## src/rtl/cpu_ctrl_pkg.sv

```systemverilog
// Shared types and opcode constants for the CPU sequencer and its decoder.
package cpu_ctrl_pkg;

    localparam logic [5:0] OP_STORE = 6'b010000;
    localparam logic [5:0] OP_LOAD  = 6'b010001;
    localparam logic [5:0] OP_BR    = 6'b100000;
    localparam logic [5:0] OP_JMP   = 6'b100001;
    localparam logic [5:0] OP_HALT  = 6'b111111;

    typedef enum logic [2:0] {
        ST_IDLE,
        ST_IF,
        ST_ID,
        ST_EX,
        ST_MEM,
        ST_WB,
        ST_HALT,
        ST_ERR
    } seq_state_t;

    typedef enum logic [2:0] {
        CL_ALU,
        CL_LOAD,
        CL_STORE,
        CL_BRANCH,
        CL_JUMP,
        CL_HALT,
        CL_ILLEGAL
    } op_class_t;

endpackage

```

## src/rtl/op_classify.sv

```systemverilog
// Combinational opcode classifier used by the decode phase.
module op_classify
    import cpu_ctrl_pkg::*;
(
    input  logic [5:0] op,
    output op_class_t  op_class
);

    // Map the 6-bit opcode onto its instruction class.
    always_comb begin
        op_class = CL_ILLEGAL;
        if (op[5:4] == 2'b00) begin
            op_class = CL_ALU;
        end else begin
            case (op)
                OP_STORE: op_class = CL_STORE;
                OP_LOAD:  op_class = CL_LOAD;
                OP_BR:    op_class = CL_BRANCH;
                OP_JMP:   op_class = CL_JUMP;
                OP_HALT:  op_class = CL_HALT;
                default:  op_class = CL_ILLEGAL;
            endcase
        end
    end

endmodule

```

## src/rtl/cpu_seq_ctrl.sv

```systemverilog
// Multi-cycle IF/ID/EX/MEM/WB sequencer: memory handshakes, stage enables,
// PC ownership and retire counting for the single-issue CPU.
module cpu_seq_ctrl
    import cpu_ctrl_pkg::*;
#(
    parameter logic [31:0] PC_RESET    = 32'h0000_0000,
    parameter int unsigned PC_STEP     = 4,
    parameter int unsigned MEM_TIMEOUT = 255
) (
    input  logic        clk,
    input  logic        rst,
    input  logic        start,
    input  logic [5:0]  op,
    input  logic        imem_ready,
    input  logic        dmem_ready,
    input  logic        reg_update,
    input  logic        pc_update,
    input  logic [31:0] pc_new,
    output logic        imem_req,
    output logic        dmem_req,
    output logic        dmem_we,
    output logic        ir_en,
    output logic        id_en,
    output logic        ex_en,
    output logic        wb_en,
    output logic        rf_we,
    output logic [31:0] pc,
    output logic        busy,
    output logic        halted,
    output logic        bus_err,
    output logic        illegal,
    output logic [31:0] instr_cnt
);

    localparam logic [31:0] PC_INC       = 32'(PC_STEP);
    localparam logic [31:0] TIMEOUT_LAST = 32'(MEM_TIMEOUT - 1);

    seq_state_t  state;
    seq_state_t  state_d;
    op_class_t   dec_class;
    op_class_t   cls_q;
    logic [31:0] wait_cnt;
    logic [31:0] pc_next;
    logic        timeout_hit;
    logic        retire;
    logic        is_mem_op;

    op_classify u_op_classify (
        .op       (op),
        .op_class (dec_class)
    );

    // The IR must capture the word in the very cycle it is valid, and the
    // register-file strobe follows the write stage's request in WB.
    assign ir_en = imem_req & imem_ready;
    assign rf_we = wb_en & reg_update;

    // A wait state gives up once MEM_TIMEOUT cycles have passed without
    // ready; ready on that last cycle still wins.
    assign timeout_hit = (wait_cnt == TIMEOUT_LAST);
    assign is_mem_op   = (cls_q == CL_LOAD) || (cls_q == CL_STORE);

    // Next-state selection and retire/PC commit decision.
    always_comb begin
        state_d = state;
        retire  = 1'b0;
        pc_next = pc + PC_INC;
        case (state)
            ST_IDLE: begin
                if (start) state_d = ST_IF;
            end
            ST_IF: begin
                if (imem_ready)       state_d = ST_ID;
                else if (timeout_hit) state_d = ST_ERR;
            end
            ST_ID: begin
                case (dec_class)
                    CL_HALT:    state_d = ST_HALT;
                    CL_ILLEGAL: begin
                        state_d = ST_IF;
                        retire  = 1'b1;
                    end
                    default:    state_d = ST_EX;
                endcase
            end
            ST_EX: begin
                state_d = is_mem_op ? ST_MEM : ST_WB;
            end
            ST_MEM: begin
                if (dmem_ready) begin
                    if (cls_q == CL_STORE) begin
                        state_d = ST_IF;
                        retire  = 1'b1;
                    end else begin
                        state_d = ST_WB;
                    end
                end else if (timeout_hit) begin
                    state_d = ST_ERR;
                end
            end
            ST_WB: begin
                state_d = ST_IF;
                retire  = 1'b1;
                if (pc_update) pc_next = pc_new;
            end
            default: state_d = state;
        endcase
    end

    // Sequencer state, registered strobes, PC and sticky status.
    always_ff @(posedge clk) begin
        if (rst) begin
            state     <= ST_IDLE;
            cls_q     <= CL_ALU;
            pc        <= PC_RESET;
            instr_cnt <= '0;
            wait_cnt  <= '0;
            imem_req  <= 1'b0;
            dmem_req  <= 1'b0;
            dmem_we   <= 1'b0;
            id_en     <= 1'b0;
            ex_en     <= 1'b0;
            wb_en     <= 1'b0;
            busy      <= 1'b0;
            halted    <= 1'b0;
            bus_err   <= 1'b0;
            illegal   <= 1'b0;
        end else begin
            state    <= state_d;
            imem_req <= (state_d == ST_IF);
            dmem_req <= (state_d == ST_MEM);
            dmem_we  <= (state_d == ST_MEM) && (cls_q == CL_STORE);
            id_en    <= (state_d == ST_ID);
            ex_en    <= (state_d == ST_EX);
            wb_en    <= (state_d == ST_WB);
            busy     <= !((state_d == ST_IDLE) || (state_d == ST_HALT));
            halted   <= (state_d == ST_HALT);
            if (state_d == ST_ERR) bus_err <= 1'b1;
            if (state == ST_ID) cls_q <= dec_class;
            if ((state == ST_ID) && (dec_class == CL_ILLEGAL)) illegal <= 1'b1;
            if (retire) begin
                pc        <= pc_next;
                instr_cnt <= instr_cnt + 32'd1;
            end
            if (((state == ST_IF) || (state == ST_MEM)) && (state_d == state))
                wait_cnt <= wait_cnt + 32'd1;
            else
                wait_cnt <= '0;
        end
    end

endmodule

```

## config.mk

```make
export PLATFORM = sky130hd
export DESIGN_NAME = cpu_seq_ctrl
export DESIGN_NICKNAME = d
export VERILOG_FILES = /design/src/rtl/cpu_ctrl_pkg.sv /design/src/rtl/op_classify.sv /design/src/rtl/cpu_seq_ctrl.sv
export SDC_FILE = /design/constraint.sdc
export NUM_CORES = 1
export LEC_CHECK = 0
export ABC_AREA = 1
export CAP_MARGIN = 0
export CORE_ASPECT_RATIO = 0.7
export CORE_UTILIZATION = 37
export CTS_BUF_LIST = sky130_fd_sc_hd__clkbuf_16
export CTS_CLUSTER_DIAMETER = 150
export DETAILED_ROUTE_END_ITERATION = 6
export PLACE_DENSITY = 0.64
export SKIP_CTS_REPAIR_TIMING = 1
export SYNTH_ARGS = -nofsm -noshare
export SYNTH_HDL_FRONTEND = slang
export SYNTH_SLANG_ARGS = --single-unit
export TNS_END_PERCENT = 1
```

## constraint.sdc

```tcl
create_clock -name clk -period 1.74 [get_ports clk]
set_clock_uncertainty 0.1 [all_clocks]
set_input_delay 0.261 -clock clk [delete_from_list [all_inputs] [get_ports clk]]
set_output_delay 0.261 -clock clk [all_outputs]
set_load 0.1 [all_outputs]
```

==> results.py, run 1 <==
metrics = {
    "detailed_routing": {
        "wl_um": 22000,
        "ant_nets": 0,
        "dr.pass1.iters": 6,
        "dr.first_iter.drc_count": 554,
        "drc_errors": 0,
        "post_drt_wl_per_cell_um": 14.3,
        "via_per_inst": 4.98,
        "vias": 7621,
    },
    "power": {
        "irDropWorstVdd_v": 0.000410,
        "clockPowerShare_pct": 38.1,
        "swShare_pct": 26.5,
        "switchingPower_uw": 1380,
        "seqPwrFrac_pct": 49.7,
        "powerDensity_nw_per_um2": 474,
        "pwr-share-comb_pct": 12.2,
        "p_leak_uw": 0.00453,
        "internal-power_uw": 3840,
    },
    "place": {
        "pre_cts_ws_ns": -0.568,
        "hpwlAfterDp_um": 16500,
        "place_congestion": 0.941,
        "io_buffers": 120,
    },
    "cts": {
        "worst_setup_hold_path_clk_slew_ns": 0.08,
        "cts_max_path_buffers": 2,
        "cts_buffers": 9,
        "h-tree-depth": 3,
        "cts_tree": "built",
        "cts.sink_count": 112,
        "cts-root-buf": "clkbuf_16",
        "worstSkewPairLatency_ns": 0.36,
    },
    "timing": {
        "fin_setup_tns_ns": -6.67,
        "min_period_ns": 1.92,
        "relSlewSlack_pct": 60.7,
        "tightest_slew_ns": 0.583,
        "post-route-period-util_pct": 110,
        "setup_viol": 48,
        "final-max-slew-violation-count": 0,
        "rsz0062_at_grt": "true",
        "fin_ws_ns": -0.182,
        "fmax_ghz": 0.520,
        "finalHoldViolCount": 0,
    },
    "floorplan": {
        "rows": 40,
        "dieArea_um2": 18400,
        "fp.dieW_um": 162,
        "fp.dieH_um": 114,
        "io_pins": 121,
        "initial_core_util_pct": 38.2,
        "design.core.area_um2": 17300,
    },
    "global_routing": {
        "grt_pass1_wl_um": 34300,
        "antenna_found_initial": 0,
        "grt.overflow.total": 0,
        "grt_use_total_pct": 23.2,
        "grt_pass1_vias": 6979,
        "grt_max_degree": 32,
    },
    "synthesis": {
        "ys_types": 41,
        "synth_nets": 1062,
        "ys.flop_type": "dfxtp_1",
        "synthesis.instances": 1013,
        "yosys_warnings": 0,
        "syn_area_um2": 6620,
        "synth.avg_cell_area_um2": 6.53,
        "synth_seq_cells": 112,
        "synth_edf_count": 0,
        "async_reset_ff_share_pct": 0,
        "ys_seq_area_share_pct": 33.9,
    },
    "outcome": {
        "failed_checks": "negative setup slack",
        "status": "complete, but fails checks",
    },
    "setup_path": {
        "critPathRequiredTime_ns": 1.90,
        "cp.arrival_ns": 2.08,
        "crit_type": "reg -> reg",
        "crit_path_start_kind": "flop",
        "crit_fanout": 8,
        "critPathCaptureType": "flop",
    },
    "flow_run": {
        "max-cap-violations": 0,
    },
    "hold_path": {
        "hold_path.class": "in -> reg",
    },
    "finish": {
        "final_nets": 1342,
        "nFillCells": 1533,
        "syn_to_final_growth_pct": 66.3,
        "drive_gt1_share_pct": 35.5,
    },
}
==> power by group through the flow <==
stage / Clock [uW] / Sequential, uW / Combinational [uW]
finish: 1990 / 2590 / 638
global route: 2120 / 2600 / 675
CTS: 2030 / 2590 / 590
detailed placement: 0 / 2650 / 589
global placement: 0 / 2650 / 585
floorplan: 0 / 2760 / 173
==> cell families (layout without fill, tap and decap cells) <==
logic type               Yosys count  in the layout  share of synthesized area (%)
XOR/XNOR                          60             60                           7.94
AO/OA/AOI/OAI                    130            130                           10.5
multiplexers                       2              2                          0.303
flip-flops                       112            112                           33.9
adder cells (fa/ha/maj)            4              4                          0.757
AND/OR/NAND/NOR                  560            560                           37.8
buffers and inverters            145            430                           8.83
other                              0              1                              0
==> sequential cells by signal, indices dropped and copies added, names as in the netlist <==
name / count
bus_err: 1
busy: 1
cls_q: 3
dmem_req: 1
dmem_we: 1
ex_en: 1
halted: 1
id_en: 1
illegal: 1
imem_req: 1
instr_cnt: 32
pc: 32
state: 3
wait_cnt: 32
wb_en: 1
==> worst max-delay path: stages, from the launching register on <==
cell       delay [ns]
dfxtp_4          0.36
inv_4            0.06
ha_4             0.11
inv_2            0.03
nor2_2           0.08
nand2_1          0.08
nor2_2           0.13
nand2_2          0.08
nand3_2          0.08
nand2_2          0.06
a21oi_2          0.18
nor2_2           0.08
nand3_4          0.16
clkbuf_16        0.20
nor2_2           0.03
==> layout by cell type (no fill, tap or decap), types with 3 or more instances in the layout <==
master and count:
nand2_2 12, o21ai_0 36, nor4_1 7, buf_12 86, a21oi_2 3, nor2_1 116, inv_1 103, nand3_2 8
clkbuf_16 14, dfxtp_2 53, dlymetal6s2s_1 6, inv_2 12, nor3_2 10, clkdlybuf4s50_1 38, xnor2_1 15, o21ai_1 17
a211oi_1 5, xor2_1 45, nor2_2 54, nand2_1 226, o211ai_1 3, dfxtp_1 50, nor2_4 12, buf_4 160
dfxtp_4 9, nand3b_1 4, nand3_1 48, nor3_1 21, or2_2 4, a31oi_1 6, clkinv_1 3, nand4_1 25
a21oi_1 52
==> cells in the mapped netlist, drive strengths merged, types with 2 or more instances <==
cell	n	area share [%]
a211oi	6	0.68
a21oi	56	4.2
a31oi	6	0.57
and2	2	0.19
buf	18	1.6
clkbuf	10	0.57
dfxtp	112	34
ha	4	0.76
inv	116	6.6
mux2i	2	0.30
nand2	241	14
nand3	58	4.7
nand3b	4	0.45
nand4	26	2.6
nor2	182	12
nor3	33	2.6
nor4	8	0.76
o211ai	3	0.34
o21ai	55	4.2
or2	4	0.38
xnor2	15	2.0
xor2	45	6.0
==> layout make-up <==
class / instances / area, um2 / area share (%)
Timing Repair Buffer: 297 / 3530 / 32.1
Multi-Input combinational cell: 756 / 4130 / 37.5
Antenna cell: 1 / 2.50 / 0.0228
Inverter: 117 / 442 / 4.02
Clock buffer: 9 / 225 / 2.05
Sequential cell: 112 / 2340 / 21.3
Tap cell: 231 / 289 / 2.63
Clock inverter: 7 / 46.3 / 0.421
==> layer usage <==
layer	up-vias	GRT usage (%)	part of all wire, %
met4	0	6.42	1.6
met5	-	0	0
li1	3808	-	-
met3	32	4.36	7.1
met2	299	34.0	42
met1	3482	34.2	49
==> stage by stage <==
stage               power [uW]  cell area, um2  util (%)  hold WS (ns)  instances
CTS                       5210           10500      60.5         0.360       1522
floorplan                 2940            6710         -         0.296       1013
finish                    5220           11000      63.5         0.359       1530
global placement          3240           10200      59.0         0.346       1506
global route              5390           11000      63.5         0.372       1529
detailed placement        3240           10200      59.0         0.380       1506
==> path summary, 6_finish.rpt <==
check	from	to	slack, ns	cells past startpoint
max	wait_cnt[0]$_SDFF_PP0_	wait_cnt[8]$_SDFF_PP0_	-0.18	14
min reg2reg	pc[8]$_SDFFE_PP0P_	pc[8]$_SDFFE_PP0P_	0.40	2
max reg2reg	wait_cnt[0]$_SDFF_PP0_	wait_cnt[8]$_SDFF_PP0_	-0.18	14
min	pc_new[13]	pc[13]$_SDFFE_PP0P_	0.36	3
Note: power is estimated with default switching activity, not from simulation.
==> run 2, diff against run 1 <==
--- a/config.mk
+++ b/config.mk
@@ -10,7 +10,7 @@
 export CORE_ASPECT_RATIO = 0.7
 export CORE_UTILIZATION = 37
 export CTS_BUF_LIST = sky130_fd_sc_hd__clkbuf_16
-export CTS_CLUSTER_DIAMETER = 150
+export CTS_CLUSTER_DIAMETER = 60
 export DETAILED_ROUTE_END_ITERATION = 6
 export PLACE_DENSITY = 0.64
 export SKIP_CTS_REPAIR_TIMING = 1
==> results of run 2 <==
Final layout, timing and power as in run 1 (identical DEF).
